$ cat src/rtl/paddle_up_mover.sv
// Paddle up-move engine: owns the paddle y position and streams erase/redraw
// pixels into the VGA plot port, one STEP upward per accepted frame tick.
module paddle_up_mover #(
    parameter int unsigned STEP    = 10,
    parameter int unsigned Y_MIN   = 0,
    parameter int unsigned Y_RESET = 100,
    parameter int unsigned PAD_W   = 10,
    parameter int unsigned PAD_H   = 40,
    parameter int unsigned X_LEFT  = 0,
    parameter int unsigned X_RIGHT = 310
) (
    input  logic       clk,
    input  logic       reset,
    input  logic       player,
    input  logic       up_req,
    input  logic       tick,
    input  logic       ld_y,
    input  logic [7:0] y_in,
    output logic       plot,
    output logic [8:0] x_out,
    output logic [7:0] y_out,
    output logic [2:0] colour,
    output logic [7:0] paddle_y,
    output logic       at_top,
    output logic       busy
);

    localparam int unsigned XW = 9;
    localparam int unsigned YW = 8;
    localparam logic [XW-1:0] DX_LAST   = XW'(PAD_W - 1);
    localparam logic [YW-1:0] DY_LAST   = YW'(PAD_H - 1);
    localparam logic [YW-1:0] Y_MIN_V   = YW'(Y_MIN);
    localparam logic [YW-1:0] Y_RESET_V = YW'(Y_RESET);
    localparam logic [YW-1:0] STEP_V    = YW'(STEP);
    localparam logic [YW-1:0] Y_SAT     = YW'(Y_MIN + STEP);
    localparam logic [XW-1:0] XL_V      = XW'(X_LEFT);
    localparam logic [XW-1:0] XR_V      = XW'(X_RIGHT);

    typedef enum logic [2:0] {INIT, IDLE, ERASE, UPDATE, DRAW} state_t;

    state_t        state, state_n;
    logic [XW-1:0] dx, dx_n, adv_dx, base_x;
    logic [YW-1:0] dy, dy_n, adv_dy;
    logic [YW-1:0] py_n;
    logic          pix_last;
    logic          drawing_n;

    // Counters hold the pixel shown in the current cycle; outputs are
    // registered from the next-cycle values so plot lines up with the state.
    always_comb begin
        state_n  = state;
        dx_n     = dx;
        dy_n     = dy;
        py_n     = paddle_y;
        base_x   = player ? XR_V : XL_V;
        pix_last = (dx == DX_LAST) && (dy == DY_LAST);
        adv_dx   = (dx == DX_LAST) ? '0 : dx + XW'(1);
        adv_dy   = (dx == DX_LAST) ? dy + YW'(1) : dy;

        case (state)
            INIT: begin
                // plot is low only on the first INIT cycle after reset:
                // pixel 0 has not been shown yet, so hold the counters.
                if (plot) begin
                    if (pix_last) begin
                        state_n = IDLE;
                        dx_n    = '0;
                        dy_n    = '0;
                    end else begin
                        dx_n = adv_dx;
                        dy_n = adv_dy;
                    end
                end
            end
            IDLE: begin
                if (ld_y) begin
                    py_n = y_in;
                end else if (tick && up_req && (paddle_y > Y_MIN_V)) begin
                    state_n = ERASE;
                    dx_n    = '0;
                    dy_n    = '0;
                end
            end
            ERASE: begin
                if (pix_last) begin
                    state_n = UPDATE;
                    dx_n    = '0;
                    dy_n    = '0;
                end else begin
                    dx_n = adv_dx;
                    dy_n = adv_dy;
                end
            end
            UPDATE: begin
                state_n = DRAW;
                dx_n    = '0;
                dy_n    = '0;
                py_n    = (paddle_y >= Y_SAT) ? paddle_y - STEP_V : Y_MIN_V;
            end
            DRAW: begin
                if (pix_last) begin
                    state_n = IDLE;
                    dx_n    = '0;
                    dy_n    = '0;
                end else begin
                    dx_n = adv_dx;
                    dy_n = adv_dy;
                end
            end
            default: begin
                state_n = INIT;
                dx_n    = '0;
                dy_n    = '0;
            end
        endcase

        drawing_n = (state_n == INIT) || (state_n == ERASE) || (state_n == DRAW);
    end

    always_ff @(posedge clk) begin
        if (reset) begin
            state    <= INIT;
            dx       <= '0;
            dy       <= '0;
            paddle_y <= Y_RESET_V;
            plot     <= 1'b0;
            x_out    <= '0;
            y_out    <= '0;
            colour   <= 3'b000;
            busy     <= 1'b1;
            at_top   <= (Y_RESET_V == Y_MIN_V);
        end else begin
            state    <= state_n;
            dx       <= dx_n;
            dy       <= dy_n;
            paddle_y <= py_n;
            plot     <= drawing_n;
            x_out    <= drawing_n ? base_x + dx_n : '0;
            y_out    <= drawing_n ? py_n + dy_n : '0;
            colour   <= (drawing_n && (state_n != ERASE)) ? 3'b111 : 3'b000;
            busy     <= (state_n != IDLE);
            at_top   <= (py_n == Y_MIN_V);
        end
    end

endmodule

$ cat config.mk
export PLATFORM = sky130hd
export DESIGN_NAME = paddle_up_mover
export DESIGN_NICKNAME = d
export VERILOG_FILES = /design/src/rtl/paddle_up_mover.sv
export SDC_FILE = /design/constraint.sdc
export NUM_CORES = 1
export LEC_CHECK = 0
export CAP_MARGIN = 20
export CORE_MARGIN = 2
export CORE_UTILIZATION = 30
export CTS_CLUSTER_DIAMETER = 50
export DETAILED_ROUTE_END_ITERATION = 6
export SLEW_MARGIN = 20
export SYNTH_ARGS = -nofsm -noshare
export SYNTH_HDL_FRONTEND = slang
export SYNTH_SLANG_ARGS = --single-unit
$ cat constraint.sdc
create_clock -name clk -period 5.01 [get_ports clk]
set_input_delay 0.501 -clock clk [delete_from_list [all_inputs] [get_ports clk]]
set_output_delay 0.501 -clock clk [all_outputs]
set_load 0.005 [all_outputs]
* Word-level counts from Yosys, hierarchy flattened *
Cells that the tools add are included.

operators by class
  add/subtract/negate cells = 5
  magnitude comparators = 2
  eq/ne operators = 10
  multiplexer cells = 23
  bitwise operators = 1
  reductions and logical operators = 11

operators by type and width
  kind                                                                     number
  8-bit two-way mux                                                        7
  9-bit two-way mux                                                        6
  9-bit one-hot mux with 3 select lines                                    1
  8-bit one-hot mux with 3 select lines                                    1
  3-bit two-way mux                                                        6
  8-bit one-hot mux with 2 select lines                                    1
  3-bit one-hot mux with 5 select lines                                    1
  9-bit by 1-bit adder with 9-bit output, second input constant            1
  9-bit adder                                                              1
  3-bit by 2-bit equality test with 1-bit output, second input constant    3
  9-bit by 4-bit equality test with 1-bit output, second input constant    1
  8-bit by 1-bit adder with 8-bit output, second input constant            1
  8-bit adder                                                              1
  8-bit by 6-bit equality test with 1-bit output, second input constant    1
  8-bit by 4-bit >= comparator with 1-bit output, second input constant    1
  8-bit by 1-bit > comparator with 1-bit output, second input constant     1
  8-bit zero test                                                          1
  8-bit by 4-bit subtractor with 8-bit output, second input constant       1
  3-bit equality test, second input constant                               2
  3-bit zero test                                                          2
  1-bit logical AND                                                        4
  2-bit OR reduction                                                       2
  3-bit by 1-bit equality test with 1-bit output, second input constant    1
  3-bit by 1-bit inequality test with 1-bit output, second input constant  1
  other kinds (3)                                                          4

storage, ports and cells
  flip-flop bits (word level) = 51

* Depth between registers and ports, before layout *
Gate-level depths: netlist of the first run.

  depth after elaboration = 10
  depth in mapped cells = 18
  gate-level depth less buffers = 18

* Worst setup path before layout of the first run *
No wires, ideal clock.

  path kind = reg-to-reg
  from = reg dx[0]
  to = reg y_out[6]
  setup time = 0.117 ns
  arrival = 3.064 ns
  path slack = 1.828 ns
  cell stages (with the launch flop) = 17
  buffers on the path = 0
  clock period less this slack = 3.182 ns
  cells stage by stage = dfxtp_1 -> ha_1 -> or4b_4 -> nor2_4 -> nand2_1 -> nand2_1 -> nor2_1 -> nor2_1 -> a31oi_1 -> ha_1 -> fa_1 -> a21oi_1 -> o21bai_1 -> a21o_1 -> a21oi_1 -> xor2_1 -> nor2_1

between the ends
  elaborated cells on any way between the ends = 18

RTL lines
  item                                                           line         text
  start, declared                                                42           logic [XW-1:0] dx, dx_n, adv_dx, base_x;
  start signal, assigned                                         134          dx <= dx_n;
  9-bit by 4-bit equality test with 1-bit output (*)             56, 58
  8-bit two-way mux / 1-bit logical AND (equally long branches)  58, 56
  8-bit two-way mux (*)                                          65, 85, 101
  8-bit two-way mux                                              64           if (plot) begin
  8-bit one-hot mux with 3 select lines (*)                      60           case (state)
  named net dy_n[0]                                              43           logic [YW-1:0] dy, dy_n, adv_dy;
  8-bit adder (*)                                                139          y_out <= drawing_n ? py_n + dy_n : '0;
  end signal, assigned                                           139
  end, declared                                                  21           output logic [7:0] y_out,

The timed path passes the listed nets; every way through them passes the cells marked *.
A chain may end at the register's enable or synchronous reset.

* Worst setup path in the final report of the first run *
Same ends and word-level chain as after synthesis.

==> results of run 1 <==
==> routing by layer <==
metal  wire [um]  share of wire (%)  track usage, %
met3         297                4.4            2.35
met2        3060                 45            21.2
met4          85                1.2            3.95
met1        3360                 49            19.1
met5           0                  0               0
==> flip-flops by register name, indices dropped and copies added, names as in the netlist <==
name and flops:
paddle_y 8, colour 1, dx 9, dy 8, busy 1, plot 1, y_out 8, at_top 1
x_out 9, state 3
==> path summary, 6_finish.rpt <==
kind	start	to	slack, ns	depth (start not counted)
setup / recovery	dx[0]	y_out[6]	1.30	16
hold / removal	dx[8]	dx[8]	0.60	2
hold reg to reg	dx[8]	dx[8]	0.60	2
setup reg to reg	dx[0]	y_out[6]	1.30	16
==> worst reg2reg max path: stages (launching register included) <==
cell and delay (ns):
dfxtp_1 0.45, ha_1 0.22, or4b_4 0.51, nor2_4 0.21
nand2_1 0.18, nand2_1 0.21, nor2_1 0.13, nor2_1 0.10
a31oi_1 0.06, ha_1 0.27, fa_1 0.42, a21oi_1 0.15
o21bai_1 0.10, a21o_1 0.19, a21oi_1 0.16, xor2_1 0.15
nor2_1 0.05
==> through the flow <==
stage | instance area (um2) | worst slack [ns] | total power, mW | utilization, % | std cells
6_report | 3490 | 1.30 | 0.715 | 37.7 | 504
5_1_grt | 3490 | 1.00 | 0.752 | 37.7 | 504
3_5_place_dp | 3390 | 1.03 | 0.477 | 36.7 | 496
4_1_cts | 3490 | 1.31 | 0.725 | 37.7 | 504
3_3_place_gp | 3390 | 1.10 | 0.476 | 36.7 | 496
2_1_floorplan | 2870 | 1.83 | 0.443 | - | 338
==> placed cells by master, fill, tap and decap left out, types with 4 or more instances in the layout <==
cell / n
a21oi_1: 21
o21ai_0: 8
and2_1: 4
a31oi_1: 12
xor2_1: 5
nor4_1: 4
nand2_1: 19
nor2_1: 40
o21a_1: 4
clkbuf_8: 6
clkdlybuf4s50_1: 44
ha_1: 15
nor3_1: 5
o21ai_1: 5
nor2b_1: 24
a21o_1: 5
dfxtp_1: 49
nand3_1: 7
xnor2_1: 11
inv_1: 16
nand2b_1: 4
==> where the power goes <==
part | switching, mW | total, mW | internal (mW)
Sequential | 0.00423 | 0.401 | 0.396
Combinational | 0.0326 | 0.0667 | 0.0340
Clock | 0.136 | 0.248 | 0.112
Total | 0.173 | 0.715 | 0.543
==> kinds of logic after synthesis <==
group,Yosys count
buffers and inverters,33
adders and majority gates,18
DFF,49
muxes,2
AOI/OAI and AO/OA,89
xor gates and xnor gates,16
and+or+nand+nor,131
==> area by class of cell <==
class                           count  area, um2  share of cell area [%]
Tap cell                          129        161                    4.63
Clock inverter                      2       13.8                   0.395
Clock buffer                        6       82.6                    2.37
Multi-Input combinational cell    256       1740                    49.8
Timing Repair Buffer               45        448                    12.8
Inverter                           17       63.8                    1.83
Sequential cell                    49        981                    28.1
==> results.cfg, run 1 <==
[detailed_routing]
avgRoutedWirePerCell_um = 13.5
routed_wl_mm = 6.80
drt_iter0_markers = 196
drc_errors = 0
via_per_inst = 4.99
vias = 2517
ant_nets = 0
first_pass_iters = 4

[sta]
fmax_mhz = 270
setup_tns_ns = 0
grt_setup_unrepaired = false
finalMaxSlewViolations = 0
whs_ns = 0.602
fin_skew_ns = 0.0100
tightestPinTransition_ns = 0.740
finalSetupViolCount = 0
fin_crit_sh_pct = 74.0
maxSlewHeadroom_pct = 50.5
hold_viol = 0
fin_crit_ns = 3.71

[grt]
grt_pass1_wl_mm = 11.1
grt_pass1_vias = 2288
grt_use_total_pct = 13.5
antenna_found_initial = 0
grt_overflow = 0
grt_max_degree = 30

[run_status]
status = finished clean

[logic_synthesis]
yosys_register_bits = 49
synthArstFlopShare_pct = 0
ys.flop_type = dfxtp_1
yosysWarnings = 0
synthMuxAreaShare_pct = 0.699
syn_nets = 369
synth_cell_types = 64
syn_avg_cell_area_um2 = 8.48
syn_area_mm2 = 0.00287
yosysSeqAreaShare_pct = 34.2
yosysMostFrequentCell = dfxtp_1
synthTopCellsByCount = dfxtp_1, nor2_1, nor2b_1
synthCells = 338
synth_fa_ha_area_share_pct = 8.30
synth-simple-area-share_pct = 24.6
yosys.area.top_type_share_pct = 34.2
synth_top_family_by_area = simple AND/OR/NAND/NOR gates
synth_area_leaders = dfxtp_1, ha_1, nor2_1
synth_compound_area_share_pct = 22.1
synth_edf_count = 0
synth_top_area_cell = dfxtp_1
synth_xor_area_share_pct = 4.89

[setup_path]
crit_path_frequent_cell = nor2_1
start_kind = register
path_class = register to register
cp_cell_sequence = ha_1 -> or4b_4 -> nor2_4 -> nand2_1 -> nand2_1 -> nor2_1 -> nor2_1 -> a31oi_1 -> ha_1 -> fa_1 -> a21oi_1 -> o21bai_1 -> a21o_1 -> a21oi_1 -> xor2_1 -> nor2_1
arrival_ns = 3.89
critPathSlowestCell = or4b_4
cp.required_ns = 5.19
cp_slowest_stage_delay_ns = 0.51
cp_max_fo = 9
crit_path_end_kind = register
cp_num_buf_inv = 0
cpLargestDelayFamily = simple AND/OR/NAND/NOR gates

[clock_tree]
numCtsBuffers = 5
ctsHoldBuffers = 0
clockBufferDepth = 2
clk_pin_slew_ns = 0.09
cts.sinks = 49
clk_latency_ns = 0.30
cts-root-buf = clkbuf_8
cts_tree = built
postCtsSetupBuffers = 0
cts.htree.levels = 2
cts-resized-gates = 0

[flow_run]
cap_viol_max_count = 0

[placed_design]
place_congestion = 0.884
port-buffer-count = 44
hpwl_mm = 4.95

[final_layout]
nets = 405
areaGrowthSynthToFinish_pct = 21.7
drive_gt1_share_pct = 7.47
nFillCells = 956
diodes = 0

[power]
p_leak_nw = 1.34
power.density_mw_per_mm2 = 205
peakVddDrop_mv = 0.0923

[die]
start_util_pct = 31.0
ios = 45
core_area_mm2 = 0.00924
rows = 35
die_area_mm2 = 0.0103
die_h_um = 102
die_x_um = 102

[worst_hold_path]
holdCritPathClass = register to register
(Power assumes the default switching activity.)
==> run 2: changes to the inputs <==
- clock period: 5.01 -> 3.3 ns (I/O delays scaled with it)
==> run 2 against run 1 <==
Critical path depth down 2. Sequential share of layout area down 2.7 points. Sequential power up 52%. Routed wire length up 7.8%. Highest routed layer unchanged. Total power up 74%. Die area unchanged. Clock-buffer cell count down 1. Setup slack worse by 1.2 ns. Utilization up 4.1 points. Hold slack worse by 0.022 ns.
==> results.cfg, run 2 (synthesis results as in run 1) <==
[sta]
setup_tns_ns = 0
finalSetupViolCount = 0
finalMaxSlewViolations = 0
fin_crit_ns = 3.22
fmax_mhz = 311
fin_skew_ns = 0.00746
fin_crit_sh_pct = 97.5
grt_setup_unrepaired = true
hold_viol = 0
whs_ns = 0.580
tightestPinTransition_ns = 0.450
maxSlewHeadroom_pct = 70.0

[power]
p_sw_uw = 271
power.share.sequential_pct = 48.9
clockPowerShare_pct = 41.3
peakVddDrop_mv = 0.152
pwr-share-comb_pct = 9.9
power.density_mw_per_mm2 = 322
swShare_pct = 21.8
total_power_mw = 1.24
p_leak_nw = 1.55
p_int_uw = 973

[die]
core_area_mm2 = 0.00924
die_area_mm2 = 0.0103
die_x_um = 102
die_h_um = 102
ios = 45
rows = 35
start_util_pct = 31.0

[placed_design]
place_congestion = 0.859
port-buffer-count = 44
post-place-cells = 529
hpwl_mm = 5.48

[setup_path]
cp_slowest_stage_delay_ns = 0.50
cp_cell_sequence = inv_2 -> ha_2 -> or4b_4 -> or2_4 -> nand2_4 -> nand2_1 -> a22o_4 -> fa_1 -> a21oi_1 -> o21bai_1 -> a21o_1 -> a21oi_1 -> xor2_1 -> nor2_1
cp.required_ns = 3.50
cpLargestDelayFamily = simple AND/OR/NAND/NOR gates
start_kind = register
cp_num_buf_inv = 1
r2r_end = y_out[6]
cp-endpoint = y_out[6]
crit_start = dx[1]
path_depth = 14
regToRegSetupSlack_ns = 0.08
critPathSlowestCell = or4b_4
path_class = register to register
reg2reg_from = dx[1]
cp_max_fo = 4
crit_path_frequent_cell = a21oi_1
rr_worst_depth = 14
arrival_ns = 3.42
crit_path_end_kind = register

[grt]
grt_overflow = 0
grt_pass1_vias = 2489
grt_max_degree = 26
grt_use_total_pct = 14.6
antenna_found_initial = 0
grt_pass1_wl_mm = 12.0

[detailed_routing]
drt_iter0_markers = 167
ant_nets = 0
drc_errors = 0
vias = 2693
routed_wl_mm = 7.33
via_per_inst = 4.98
first_pass_iters = 4
avgRoutedWirePerCell_um = 13.6

[final_layout]
diodes = 0
nFillCells = 919
drive_gt1_share_pct = 18.9
stdcell_count = 541
layout_common_cells = dfxtp_1, clkdlybuf4s50_1, nor2_1
final_common_cell = dfxtp_1
largestRegisters = dx x9, x_out x9
nets = 442
areaGrowthSynthToFinish_pct = 35.0

[run_status]
status = finished clean

[clock_tree]
cts-root-buf = clkbuf_8
cts.htree.levels = 2
clockBufferDepth = 2
clk_pin_slew_ns = 0.10
clk_latency_ns = 0.31
numCtsBuffers = 5
cts_tree = built
cts.sinks = 49

[worst_hold_path]
holdCritPathClass = register to register

[flow_run]
cap_viol_max_count = 0
==> run 2: how the worst min path moves through the flow <==
stage	startpoint	to	cells past startpoint	slack [ns]
finish	dx[8]	dx[8]	2	0.58
global route	reset	paddle_y[1]	2	0.64
CTS	dx[8]	dx[8]	2	0.59
detailed placement	dx[8]	dx[8]	2	0.57
global placement	dx[8]	dx[8]	2	0.55
floorplan	reset	paddle_y[2]	1	0.44
==> run 2: worst min-delay path, stage by stage (launching register included) <==
cell and delay, ns:
dfxtp_1 0.36, a21oi_1 0.11, nor2_1 0.09
==> run 2: per-stage QoR <==
step / setup slack (ns) / instance area (um2) / util (%)
after floorplan: 0.118 / 2870 / -
after global placement: 0.0343 / 3640 / 39.4
after detailed placement: -0.0651 / 3640 / 39.4
after CTS: 0.00397 / 3790 / 41.0
final: 0.0823 / 3870 / 41.9
after global routing: -0.0787 / 3870 / 41.9
==> run 2: final cells by class <==
cell class	instances	area, um2	area share (%)
sequential	49	982	25.4
timing repair buffer	82	726	18.8
inverter	17	63.8	1.65
clock buffer	5	68.8	1.78
clock inverter	3	68.8	1.78
tap	129	161	4.17
multi-input combinational	256	1800	46.5
==> run 2: layer usage <==
| layer | track usage, % | routed length [um] | vias to the layer above |
|---|---|---|---|
| li1 | - | - | 1351 |
| met1 | 21.2 | 3560 | 1260 |
| met2 | 21.4 | 3300 | 76 |
| met3 | 2.69 | 369 | 6 |
| met4 | 5.41 | 103 | 0 |
| met5 | 0 | 0 | - |
==> run 2: repair_timing <==
| action | CTS | global route |
|---|---|---|
| resized for setup | 3 | 13 |
| pin swaps | 1 | 4 |
| setup endpoints to repair | 2 | 6 |
| setup buffers | 1 | 3 |
| hold buffers | 0 | 0 |
| hold endpoints to repair | 0 | 0 |
==> run 2: power groups by stage <==
stage,Sequential [mW],Combinational [mW],Clock [mW]
2_1_floorplan,0.622,0.0509,0
3_3_place_gp,0.621,0.115,0
3_5_place_dp,0.621,0.116,0
4_1_cts,0.608,0.118,0.530
5_1_grt,0.609,0.134,0.557
6_report,0.608,0.123,0.513
==> run 3: changes to the inputs <==
- CAP_MARGIN: 20 -> default
==> results of run 3 <==
Same layout as run 2: the final DEF is identical, and so are final timing and power.
